<file path="src/rtl/cpu_pkg.sv">
// Shared datapath definitions for the single-bus CPU: word width, word type
// and the MDR input-select encodings.
package cpu_pkg;

  localparam int unsigned DATA_WIDTH = 32;

  typedef logic [31:0] word_t;

  localparam logic MDR_SEL_BUS = 1'b0;
  localparam logic MDR_SEL_MEM = 1'b1;

endpackage : cpu_pkg

</file>
<file path="src/rtl/mux_2to1.sv">
// Generic 2:1 multiplexer: sel=0 passes in_0, sel=1 passes in_1.
module mux_2to1 #(
  parameter int unsigned WIDTH = 32
) (
  input  logic             sel,
  input  logic [WIDTH-1:0] in_0,
  input  logic [WIDTH-1:0] in_1,
  output logic [WIDTH-1:0] out_y
);

  // select between the two data inputs
  always_comb begin
    out_y = in_0;
    case (sel)
      1'b0:    out_y = in_0;
      1'b1:    out_y = in_1;
      default: out_y = in_0;
    endcase
  end

endmodule : mux_2to1

</file>
<file path="src/rtl/register_en.sv">
// Generic datapath register with synchronous clear and load enable;
// clear takes priority over enable.
module register_en #(
  parameter int unsigned      WIDTH       = 32,
  parameter logic [WIDTH-1:0] RESET_VALUE = {WIDTH{1'b0}}
) (
  input  logic             clk,
  input  logic             clr,
  input  logic             en,
  input  logic [WIDTH-1:0] d_in,
  output logic [WIDTH-1:0] q_out
);

  logic [WIDTH-1:0] data_d;
  logic [WIDTH-1:0] data_q;

  // next value when not clearing: load on enable, otherwise hold
  always_comb begin
    data_d = data_q;
    if (en) begin
      data_d = d_in;
    end else begin
      data_d = data_q;
    end
  end

  // state register with synchronous clear
  always_ff @(posedge clk) begin
    if (clr) begin
      data_q <= RESET_VALUE;
    end else begin
      data_q <= data_d;
    end
  end

  assign q_out = data_q;

endmodule : register_en

</file>
<file path="src/rtl/mdr_register.sv">
// Memory Data Register: selects bus or memory data and captures it on
// enable_MDRin; output_Q feeds both the bus mux and memory write data.
module mdr_register
  import cpu_pkg::*;
#(
  parameter int unsigned           DATA_WIDTH  = cpu_pkg::DATA_WIDTH,
  parameter logic [DATA_WIDTH-1:0] RESET_VALUE = {DATA_WIDTH{1'b0}}
) (
  input  logic                  clk,
  input  logic                  clr,
  input  logic                  read,
  input  logic [DATA_WIDTH-1:0] input_0,
  input  logic [DATA_WIDTH-1:0] input_1,
  input  logic                  enable_MDRin,
  output logic [DATA_WIDTH-1:0] output_Q
);

  logic                  mem_sel_s;
  logic [DATA_WIDTH-1:0] sel_d;

  // decode the control-unit strobe into the mux select
  always_comb begin
    mem_sel_s = 1'b0;
    if (read == MDR_SEL_MEM) begin
      mem_sel_s = 1'b1;
    end else begin
      mem_sel_s = 1'b0;
    end
  end

  mux_2to1 #(
    .WIDTH (DATA_WIDTH)
  ) u_in_mux (
    .sel   (mem_sel_s),
    .in_0  (input_0),
    .in_1  (input_1),
    .out_y (sel_d)
  );

  register_en #(
    .WIDTH       (DATA_WIDTH),
    .RESET_VALUE (RESET_VALUE)
  ) u_mdr_reg (
    .clk   (clk),
    .clr   (clr),
    .en    (enable_MDRin),
    .d_in  (sel_d),
    .q_out (output_Q)
  );

endmodule : mdr_register

</file>
<file path="config.mk">
export PLATFORM = sky130hd
export DESIGN_NAME = mdr_register
export DESIGN_NICKNAME = d
export VERILOG_FILES = /design/src/rtl/cpu_pkg.sv /design/src/rtl/mux_2to1.sv /design/src/rtl/register_en.sv /design/src/rtl/mdr_register.sv
export SDC_FILE = /design/constraint.sdc
export NUM_CORES = 1
export LEC_CHECK = 0
export CORE_ASPECT_RATIO = 0.75
export CORE_MARGIN = 1.5
export CORE_UTILIZATION = 31
export CTS_CLUSTER_SIZE = 25
export DETAILED_ROUTE_END_ITERATION = 6
export MAX_ROUTING_LAYER = met4
export PLACE_DENSITY = 0.75
export SLEW_MARGIN = 10
export SYNTH_ARGS = -nofsm -noshare
export SYNTH_HDL_FRONTEND = slang
export SYNTH_SLANG_ARGS = --single-unit
export TNS_END_PERCENT = 50
</file>
<file path="constraint.sdc">
create_clock -name clk -period 0.8 [get_ports clk]
set_input_delay 0.08 -clock clk [delete_from_list [all_inputs] [get_ports clk]]
set_output_delay 0.08 -clock clk [all_outputs]
set_load 0.02 [all_outputs]
</file>
==> impl_summary.log <==
INFO  metric status = finished, violations left
INFO  metric violations_in_the_final_reports = negative setup slack
INFO  metric top_layer = met4
INFO  metric first_pass_grt_wire_length = 6000 um
INFO  metric worst_hold_path_type = in -> reg
INFO  metric postCtsHoldBufs = 0
INFO  metric fraction_of_synthesized_cell_area_in_xor_and_xnor_cells = 0
INFO  metric nFillCells = between 400 and 500
INFO  metric leakage_power_summed_over_all_cells = about 1.2 nW
INFO  metric cts.root.buffer_cell = clkbuf_8
INFO  metric dr_wl_met2 = about 1900 um
INFO  metric drc_errors = 0
INFO  metric detail_route.iter0.violations = 9
INFO  metric number_of_cell_instances_on_the_worst_register_to_register_path = 3
INFO  metric whs_path_depth = 3
INFO  metric floorplan.rows = 21
INFO  metric tightest_slew = 0.208 ns
INFO  metric route.met3.wl = 276 um
INFO  metric postSynthCellCount = between 100 and 150
INFO  metric clock_tree_from_tritoncts = built
INFO  metric flip_flop_count_of_the_largest_register_all_copies_and_words_added = 32
INFO  metric relSlewSlack = 0.857
INFO  metric critPathRequiredTime = roughly 0.7 ns
INFO  metric detail_route.wirelength.met1 = 1680 um
INFO  metric design.portCount = 100
INFO  metric dr.pass1.iters = 3
INFO  metric fp.dieH = 62.0 um
INFO  metric synthTopCellsByArea = dfxtp_1, mux2i_1, a211oi_1, nor2_1, buf_12
INFO  metric synth_top_family_by_area = multiplexers
INFO  metric synth-async-reset-ratio = 0
INFO  metric drv_slew = 0
INFO  metric max_freq = roughly 1200 MHz
INFO  metric dominantRegCellSynth = dfxtp_1
INFO  metric drtAntennaViolNets = 0
INFO  metric post_route_cells_drive_above_1_share = 0.363
INFO  metric power-per-cell-area = 1590 nW/um^2
INFO  metric vias_per_cell = 4.60
INFO  metric final_total_power = between 0.004 and 0.005 W
INFO  metric synth_largest_type_area_fraction = 0.446
INFO  metric start_kind = flop
INFO  metric drt-wirelength-per-cell = 12.9 um
INFO  metric maxCapViolCount = 0
INFO  metric critical_path.reg2reg.endpoint = u_mdr_reg.q_out[3]
INFO  metric skew = 0 ns
INFO  metric syn_nets = 210
INFO  metric multi_input_area = 696 sq um
INFO  metric setup_violations = 21
INFO  metric setup.worst_path.class = reg -> out
INFO  metric critical-path-slowest-cell = dfxtp_2
INFO  metric synth_edf_count = 0
INFO  metric cts_buffers = 5
INFO  metric postLayoutSetupSlackWorst = -0.0104 ns
INFO  metric maximum_number_of_pins_on_one_net_before_global_route_repair = 33
INFO  metric vias = 1404
INFO  metric critPathTopFamily = flip-flops
INFO  metric synth_commonest_cells = a211oi_1, dfxtp_1, mux2i_1, nor2_1, clkbuf_1
INFO  metric synth_simple_gate_area_frac = 0.0836
INFO  metric synth_seq_area_share = 0.446
INFO  metric syn-cell-area = about 1400 sq um
INFO  metric postSynthRegisterBits = 32
INFO  metric grt_overflow_total = 0
INFO  metric n_antenna_cell = 0
INFO  metric synthDominantAreaCellType = dfxtp_1
INFO  metric vdd.ir_drop.worst = roughly 0.0008 V
INFO  metric gpl.final_weighted_congestion = 0.755
INFO  metric finalHoldViolCount = 0
INFO  metric synth_compound_area_frac = 0.167
INFO  metric cts-root-to-sink-buffers = 2
INFO  metric syn-mean-instance-area = 10.1 sq um
INFO  metric final-seq-area = approximately 680 sq um
INFO  metric pre_cts_slack = -0.210 ns
INFO  metric initial_utilization = 0.322
INFO  metric clk-insertion-delay-late = approximately 0.27 ns
INFO  metric core_region_area = ~4500 sq um
INFO  metric timing.hold.worst_endpoint = u_mdr_reg.q_out[30]
INFO  metric r2r_start = u_mdr_reg.q_out[3]
INFO  metric critPathMaxFanout = 2
INFO  metric synth_warnings = 0
INFO  metric share_of_synthesized_area_spent_on_multiplexers = 0.223
INFO  metric clk_pin_slew_worst_paths = approximately 0.06 ns
INFO  metric num-nets-final = between 300 and 400
INFO  metric tritoncts_num_sinks = 32
INFO  metric finalCritPeriodShare = 1.01
INFO  metric worst_hold_startpoint = enable_MDRin
INFO  metric wl = just under 4000 um
INFO  metric rsz0062_at_grt = yes
INFO  metric reg2reg_setup_slack = around 0.060 ns
INFO  metric detailed_placement_wirelength_estimate = between 2000 and 3000 um
INFO  metric critical_path.max_stage_delay = 0.34 ns
INFO  metric grt_antenna_before_repair = 0
INFO  metric worst_setup_path_end_kind = output pin
INFO  metric timing.critical_path.arrival = 0.73 ns
INFO  metric final.min_clock_period = 0.810 ns
INFO  metric cts.htree.levels = 2
INFO  metric grt_usage = 0.166
INFO  metric die_wd = 81.6 um
INFO  metric buffer_ports.inserted = 99
INFO  metric yosys.cell_types.count = 9
INFO  metric die_area = 5060 sq um
INFO  metric cell_by_cell_trace_of_the_critical_path = buf_6
INFO  metric grt_pass1_vias = 1318
INFO  metric synthAdderAreaFrac = 0
INFO  metric critical_path_buf_inv_count = 1
INFO  metric areaGrowthSynthToFinish = 89.2%
worst register-to-register path, delay by kind of cell (launching register included):
| family | cells | cell delay, ns |
|---|---|---|
| flip-flops | 1 | 0.33 |
| AND/OR/NAND/NOR | 1 | 0.12 |
| AO/OA/AOI/OAI | 1 | 0.06 |
| buffers and inverters | 1 | 0.12 |
layout by cell type, fill, tap and decap left out, drive strengths merged:
master	netlist	final
a211oi	32	32
buf	8	48
clkbuf	6	7
clkdlybuf4s50	0	65
dfxtp	32	32
mux2i	32	32
nor2	32	32
final cells by class:
| type | count | share of cell area |
|---|---|---|
| clock buffers | 7 | 0.0354 |
| multi-input cells | 96 | 0.256 |
| flip-flops and latches | 32 | 0.250 |
| well taps | 57 | 0.0262 |
| repair buffers | 113 | 0.432 |
power by group:
part | leakage, nW | switching, W | total [W] | internal (W)
Clock | 0.0503 | 0.000566 | 0.00133 | 0.000766
Sequential | 0.275 | 0.0000803 | 0.00182 | 0.00174
Combinational | 0.831 | 0.000459 | 0.00118 | 0.000719
through the flow:
stage / std cells / hold WS (ns) / utilization / instance area [sq um] / setup TNS (ns)
after floorplan: 142 / 0.153 / - / 1440 / 0
after global placement: 294 / 0.471 / 0.559 / 2500 / -11.85
after detailed placement: 294 / 0.478 / 0.559 / 2500 / -12.02
after CTS: 304 / 0.228 / 0.604 / 2700 / -0.397
after global routing: 305 / 0.240 / 0.609 / 2720 / -1.13
final: 305 / 0.234 / 0.609 / 2720 / -0.109
per-layer routing:
metal  up-vias  track usage
met5         -            -
met4         0       0.0799
met3         9       0.0467
met2        52        0.275
met1       616        0.189
li1        727            -
timing repair:
| action | 4_1_cts | 5_1_grt |
|---|---|---|
| gates resized for setup | 224 | 3 |
| pin swaps | 0 | 2 |
| endpoints found under the setup margin | 32 | 37 |
| gates cloned | 0 | 0 |
| buffers inserted | 3 | 1 |
cell families (layout without fill, tap and decap cells):
kind of cell	Yosys count	in the layout
buffers and inverters	14	120
AOI/OAI and AO/OA	32	32
and+or+nand+nor	32	32
DFF	32	32
muxes	32	32
worst max path at each step:
stage,from,to,cells past startpoint
6_report,u_mdr_reg.q_out[16],output_Q[16],1
5_1_grt,u_mdr_reg.q_out[16],output_Q[16],1
4_1_cts,u_mdr_reg.q_out[16],output_Q[16],1
3_5_place_dp,u_mdr_reg.q_out[9],output_Q[9],1
3_3_place_gp,u_mdr_reg.q_out[19],output_Q[19],1
2_1_floorplan,u_mdr_reg.q_out[31],u_mdr_reg.q_out[31],2
Power figures use the tool's default switching activity.
